File: src/rtl/reset_sequencer_pkg.sv
// Shared types for the staged reset sequencer: FSM state encoding and
// loss-counter width.
package rst_seq_pkg;

   typedef enum logic [1:0] {
      RESET     = 2'd0,
      WAIT_LOCK = 2'd1,
      RELEASE   = 2'd2,
      RUN       = 2'd3
   } rst_seq_state_t;

   localparam int LOSS_CNT_W = 8;

   function automatic int max_i(input int a, input int b);
      return (a > b) ? a : b;
   endfunction

endpackage

File: src/rtl/sync_2ff.sv
// Two-flop synchroniser for bringing asynchronous level signals into clk.
// Both flops reset to 0.
module sync_2ff #(
   parameter int WIDTH = 1
) (
   input  logic             clk,
   input  logic             rst_n,
   input  logic [WIDTH-1:0] i_d,
   output logic [WIDTH-1:0] o_q
);

   (* ASYNC_REG = "TRUE" *) logic [WIDTH-1:0] r_meta;
   (* ASYNC_REG = "TRUE" *) logic [WIDTH-1:0] r_sync;

   always_ff @(posedge clk or negedge rst_n) begin
      if (!rst_n) begin
         r_meta <= '0;
         r_sync <= '0;
      end else begin
         r_meta <= i_d;
         r_sync <= r_meta;
      end
   end

   assign o_q = r_sync;

endmodule

File: src/rtl/reset_sequencer.sv
// Staged reset release: waits for a stable PLL lock, then drops rst_stage bits
// one by one. Optional lock-loss counter enabled by RST_SEQ_LOSS_CNT_EN.
module reset_sequencer
   import rst_seq_pkg::*;
#(
   parameter int STAGES      = 3,
   parameter int HOLD_CYCLES = 16,
   parameter int LOCK_STABLE = 64
) (
   input  logic                  clk,
   input  logic                  rst_n,
   input  logic                  locked_in,
   input  logic                  sw_rst,
   output logic [STAGES-1:0]     rst_stage,
   output logic                  ready,
   output logic [1:0]            state
`ifdef RST_SEQ_LOSS_CNT_EN
   ,
   output logic [LOSS_CNT_W-1:0] loss_cnt
`endif
);

   localparam int REL_CYCLES = STAGES * HOLD_CYCLES;
   localparam int CNT_MAX    = max_i(LOCK_STABLE, REL_CYCLES);
   localparam int CW         = $clog2(CNT_MAX + 1);

   logic           w_locked_s;
   logic           w_run_phase;
   logic           w_fault;
   logic [CW-1:0]  w_cnt_inc;

   rst_seq_state_t r_state;
   logic [CW-1:0]  r_cnt;
   logic [STAGES-1:0] r_stage;
   logic           r_ready;

   sync_2ff #(.WIDTH(1)) u_lock_sync (
      .clk   (clk),
      .rst_n (rst_n),
      .i_d   (locked_in),
      .o_q   (w_locked_s)
   );

   // Lock loss only faults once sequencing has started; in WAIT_LOCK it just
   // restarts the stability count.
   assign w_run_phase = (r_state == RELEASE) || (r_state == RUN);
   assign w_fault     = sw_rst || (w_run_phase && !w_locked_s);
   assign w_cnt_inc   = r_cnt + 1'b1;

   always_ff @(posedge clk or negedge rst_n) begin
      if (!rst_n) begin
         r_state <= RESET;
         r_cnt   <= '0;
         r_stage <= '1;
         r_ready <= 1'b0;
      end else begin
         case (r_state)
            RESET: begin
               r_state <= WAIT_LOCK;
               r_cnt   <= '0;
            end
            WAIT_LOCK: begin
               if (sw_rst) begin
                  r_state <= RESET;
                  r_cnt   <= '0;
               end else if (!w_locked_s) begin
                  r_cnt <= '0;
               end else if (r_cnt == CW'(LOCK_STABLE - 1)) begin
                  r_state <= RELEASE;
                  r_cnt   <= '0;
               end else begin
                  r_cnt <= w_cnt_inc;
               end
            end
            RELEASE: begin
               if (w_fault) begin
                  r_state <= RESET;
                  r_cnt   <= '0;
                  r_stage <= '1;
                  r_ready <= 1'b0;
               end else begin
                  r_cnt <= w_cnt_inc;
                  // Stage k drops on the edge that completes (k+1)*HOLD_CYCLES cycles.
                  for (int k = 0; k < STAGES; k++) begin
                     if (w_cnt_inc == CW'((k + 1) * HOLD_CYCLES))
                        r_stage[k] <= 1'b0;
                  end
                  if (w_cnt_inc == CW'(REL_CYCLES)) begin
                     r_state <= RUN;
                     r_ready <= 1'b1;
                     r_cnt   <= '0;
                  end
               end
            end
            RUN: begin
               if (w_fault) begin
                  r_state <= RESET;
                  r_cnt   <= '0;
                  r_stage <= '1;
                  r_ready <= 1'b0;
               end
            end
            default: begin
               r_state <= RESET;
               r_cnt   <= '0;
               r_stage <= '1;
               r_ready <= 1'b0;
            end
         endcase
      end
   end

   assign rst_stage = r_stage;
   assign ready     = r_ready;
   assign state     = r_state;

`ifdef RST_SEQ_LOSS_CNT_EN
   logic [LOSS_CNT_W-1:0] r_loss_cnt;

   always_ff @(posedge clk or negedge rst_n) begin
      if (!rst_n)
         r_loss_cnt <= '0;
      else if (w_run_phase && !w_locked_s && (r_loss_cnt != '1))
         r_loss_cnt <= r_loss_cnt + 1'b1;
   end

   assign loss_cnt = r_loss_cnt;
`endif

endmodule

File: config.mk
export PLATFORM = sky130hd
export DESIGN_NAME = reset_sequencer
export DESIGN_NICKNAME = d
export VERILOG_FILES = /design/src/rtl/reset_sequencer_pkg.sv /design/src/rtl/sync_2ff.sv /design/src/rtl/reset_sequencer.sv
export SDC_FILE = /design/constraint.sdc
export NUM_CORES = 1
export LEC_CHECK = 0
export CAP_MARGIN = 40
export CORE_UTILIZATION = 40
export CTS_CLUSTER_SIZE = 30
export DETAILED_ROUTE_END_ITERATION = 16
export PLACE_DENSITY = 0.65
export SKIP_LAST_GASP = 1
export SYNTH_ARGS = -nofsm -noshare
export SYNTH_HDL_FRONTEND = slang
export SYNTH_SLANG_ARGS = --single-unit
File: constraint.sdc
create_clock -name clk -period 4.2 [get_ports clk]
set_input_delay 0.42 -clock clk [delete_from_list [all_inputs] [get_ports clk]]
set_output_delay 0.42 -clock clk [all_outputs]
set_load 0.05 [all_outputs]
# == Word level (Yosys, flattened, before mapping) ==
# Cells that the tools add are included.
# word_totals
word_cells,56
in_bits,4
register_bits,15
out_inout_bits,6
# classes
addsub,1
reduce_logical,10
n_mux,24
n_eq_ne,13
# ops
operator,count
two-way mux 7 bit,6
one-hot mux 7 bit (4 select lines),1
"equality test 7 x 6 -> 1 bit, second input constant",3
two-way mux 2 bit,6
"!= test 3 x 2 -> 1 bit, second input constant",4
AND reduction 3 bit,3
one-hot mux 2 bit (4 select lines),1
"adder 7 x 1 -> 7 bit, second input constant",1
"equality test 7 x 5 -> 1 bit, second input constant",1
two-way mux 1 bit,6
two-way mux 3 bit,2
one-hot mux 3 bit (2 select lines),1
"equality test 2 bit, second input constant",2
AND reduction 4 bit,1
"!= test 3 bit, second input constant",1
"equality test 2 x 1 -> 1 bit, second input constant",1
logical NOT 2 bit,1
logical OR 1 bit,2
"!= test 2 bit, second input constant",1
one-hot mux 1 bit (2 select lines),1
nonzero test 2 bit,1
logical AND 1 bit,1
logical NOT 1 bit,1

# == Depth between registers and ports, before layout ==
# depth
depth_word,6
depth_mapped,7
mapped_depth_nobuf,7

# == Modules after synthesis ==
# A second synthesis with hierarchy kept.
# unflattened
hier_cells,104
area_unflattened_um2,950.9
# by_module_without_submodules
mod,seq_area_each_um2,cells_each,area_each_um2,instances
reset_sequencer,329.1,102,900.9,1
sync_2ff,50.0,2,50.0,1

# == Worst setup path before layout ==
# OpenSTA, ideal clock, no wires.
# synth_timing
path_kind,reg-to-reg
start,register r_state[0] (netlist: state[0])
end,register r_cnt[5]
n_path_buf,0
stages_incl_launch_ff,8
required_ns,4.075
t_arrival_ns,1.849
path_slack_ns,2.226
synth_period_minus_slack_ns,1.974
setup_time_ns,0.125
cell_sequence,dfrtp_1 inv_1 ha_1 or2_1 and3_1 a31oi_1 a21o_1 o21ai_1
# synth_between
elab_chain_len,6
elab_cells_between_ends,10
classes_between,4 x eq/ne; 2 x mux; 4 x reduce/logical
# synth_rtl
item,line_no,text
"start, declared",reset_sequencer.sv:32,rst_seq_state_t r_state;
"start signal, assigned",reset_sequencer.sv:52,r_state <= RESET;
"start signal, assigned",reset_sequencer.sv:59,r_state <= WAIT_LOCK;
"start signal, assigned",reset_sequencer.sv:64,r_state <= RESET;
equality test 2 bit,"reset_sequencer.sv:46, reset_sequencer.sv:57",
logical OR 1 bit,reset_sequencer.sv:46,assign w_run_phase = (r_state == RELEASE) || (r_state == RUN);
logical AND 1 bit,reset_sequencer.sv:47,assign w_fault = sw_rst || (w_run_phase && !w_locked_s);
logical OR 1 bit,reset_sequencer.sv:47,
two-way mux 7 bit,reset_sequencer.sv:76,if (w_fault) begin
one-hot mux 7 bit (4 select lines),reset_sequencer.sv:57,case (r_state)
"end signal, assigned",reset_sequencer.sv:72,r_cnt <= w_cnt_inc;
"end signal, assigned",reset_sequencer.sv:82,r_cnt <= w_cnt_inc;
"end, declared",reset_sequencer.sv:33,logic [CW-1:0] r_cnt;
# Several ways; a longest one is shown, not always the timed one.
# A chain may end at the register's enable or synchronous reset.

# == Final worst setup path ==
# layout_timing
start,register r_stage[2] (netlist: rst_stage[2])
end,output port rst_stage[2]
# layout_lines
item,line_no,text
"start, declared",reset_sequencer.sv:34,logic [STAGES-1:0] r_stage;
"start signal, assigned",reset_sequencer.sv:54,r_stage <= '1;
"start signal, assigned",reset_sequencer.sv:79,r_stage <= '1;
"start signal, assigned by index",reset_sequencer.sv:86,r_stage[k] <= 1'b0;
"end, declared",reset_sequencer.sv:14,"output logic [STAGES-1:0] rst_stage,"
# No word-level cell between the ends.

==> flow_metrics.py <==
metrics = {
    "detailed_routing": {
        "viasPerCell": 5.78,
        "firstDrtPassIters": 4,
        "drt_iter0_drc": 30,
        "vias": 815,
        "ant_nets": 0,
        "drc": 0,
        "routedWlPerCell_um": 14.2,
        "wl_um": 2010,
    },
    "run": {
        "drv_cap": 0,
    },
    "clocking": {
        "clock_latency_ns": 0.30,
        "cts-root-buf": "clkbuf_4",
        "cts.path.max_buffers": 2,
        "postCtsSetupRepairBufs": 0,
        "cts_hold_buf": 0,
        "clock_sinks": 15,
        "cts_resized": 0,
        "h-tree-depth": 1,
        "cts_tree": "yes",
        "clkTransAtPathRegs_ns": 0.10,
        "cts_buffers": 3,
    },
    "finish": {
        "antenna_cells": 0,
        "fin_nets": 123,
        "final_common_cell": "dfrtp_1",
        "layout_common_cells": "dfrtp_1, o21ai_1, nand2_1, nor2_1, clkdlybuf4s50_1",
        "synthToLayoutAreaGrowth_pct": 12.6,
        "fillers": 230,
        "final_util_pct": 48.9,
        "drive_above_1_share_pct": 12.4,
    },
    "synth": {
        "synth_edf_count": 0,
        "ys.flop_type": "dfrtp_1",
        "async_flop_share_pct": 100,
        "syn_avg_cell_area_um2": 9.33,
        "synth_nets": 114,
        "ys_seq_elements": 15,
        "yosysWarnings": 0,
        "seq_area_frac_synth_pct": 38.7,
        "syn_inst": 105,
        "synth_area_um2": 980,
        "yosys.cell_types.count": 47,
    },
    "pwr": {
        "total_power_mw": 0.486,
        "p_per_area_nw_per_um2": 441,
        "ir_drop_mv": 0.286,
        "p_leak_nw": 0.446,
    },
    "placement": {
        "pre_cts_slack_ns": 2.18,
        "numPortBuffers": 9,
        "hpwl_um": 1490,
        "globalplace.congestion": 0.829,
    },
    "global_routing": {
        "grt_use_total_pct": 18.2,
        "grt_pass1_wl_um": 3520,
        "grt_pass1_vias": 760,
        "grt_max_degree": 16,
        "overflow": 0,
        "antenna_found_initial": 0,
    },
    "floorplan": {
        "fp-row-count": 17,
        "chipWidth_um": 51.5,
        "io_pins": 10,
        "start_util_pct": 43.5,
        "die_y_um": 51.5,
        "coreArea_um2": 2250,
        "dieArea_um2": 2650,
    },
    "critical_path": {
        "path_cells": "clkdlybuf4s50_1",
        "max_stage_delay_ns": 0.80,
        "cp_top_family": "buffers and inverters",
        "cp_slowest_cell": "clkdlybuf4s50_1",
        "cp-start-kind": "flip-flop",
        "cp_num_buf_inv": 1,
        "crit_fanout": 3,
        "rr_startpoint": "state[0]",
        "crit_type": "reg -> out",
        "worstPathRequired_ns": 3.78,
        "worstPathArrival_ns": 1.66,
        "crit_start": "rst_stage[2]",
        "endpoint_kind": "output pin",
    },
    "timing": {
        "setup_tns_ns": 0,
        "setup_viol_count_final": 0,
        "fin_crit_ns": 2.08,
        "tightest_slew_ns": 0.676,
        "skew_ns": 0.00893,
        "final-hold-violation-count": 0,
        "drv_slew": 0,
        "rsz0062_at_grt": "no",
        "fmax_mhz": 481,
        "worst_slack_ns": 2.12,
        "min_period_over_period_pct": 49.5,
        "slew_headroom_pct": 54.8,
    },
    "outcome": {
        "outcome": "finished clean",
    },
    "worst_hold_path": {
        "hold_path_class": "reg -> reg",
        "hp-start": "u_lock_sync.r_meta",
    },
}
==> sequential cells by signal, summed over array words and instances (netlist names) <==
register / count
state: 2
ready: 1
r_cnt: 7
u_lock_sync.o_q: 1
u_lock_sync.r_meta: 1
rst_stage: 3
==> final timing paths <==
check	cells past startpoint	slack, ns	endpoint
max	1	2.12	rst_stage[2]
min	0	0.36	u_lock_sync.o_q
max reg2reg	7	2.39	r_cnt[5]
min reg2reg	0	0.36	u_lock_sync.o_q
max in group asynchronous	1	3.25	r_cnt[3]
min in group asynchronous	1	0.52	r_cnt[0]
==> through the flow <==
stage          hold slack (ns)  area, um^2  cells
2_1_floorplan            0.124         980    105
3_3_place_gp             0.344        1070    137
3_5_place_dp             0.335        1070    137
4_1_cts                  0.361        1100    141
5_1_grt                  0.378        1100    141
6_report                 0.358        1100    141
==> cells by family (layout without fill, tap and decap cells) <==
| family | Yosys count | count (layout) | synth area share, % |
|---|---|---|---|
| simple gates | 43 | 43 | 25.0 |
| compound gates | 30 | 30 | 22.5 |
| flops | 15 | 15 | 38.7 |
| buf+inv | 9 | 17 | 4.72 |
| fa+ha+maj | 5 | 5 | 6.39 |
| xor+xnor | 3 | 3 | 2.68 |
==> synth_stat cells (3+ instances only) <==
master / n / share of area (%)
ha_1: 5 / 6.4
nand3_1: 6 / 3.1
nand2_1: 9 / 3.4
inv_1: 3 / 1.1
dfrtp_1: 12 / 31
o21ai_1: 10 / 5.1
dfstp_2: 3 / 8.0
nor2_1: 9 / 3.4
==> layer usage <==
layer,GRT usage [%],wire (um)
met5,0,0
met1,25.4,971
met4,5.41,25
met2,27.1,905
met3,5.26,105
==> layout make-up <==
| type | count | area (um^2) | share of cell area (%) |
|---|---|---|---|
| multi-input cells | 81 | 554 | 50.2 |
| flip-flops and latches | 15 | 379 | 34.4 |
| repair buffers | 9 | 90.1 | 8.16 |
| well taps | 28 | 35.0 | 3.17 |
| clock buffers | 3 | 22.5 | 2.04 |
| inverters | 4 | 15.0 | 1.36 |
| clock inverters | 1 | 7.51 | 0.680 |
==> report_power, final <==
part | switching (mW) | internal [mW]
combinational | 0.134 | 0.0795
sequential | 0.0210 | 0.161
clock | 0.0540 | 0.0363
(Power assumes the default switching activity.)
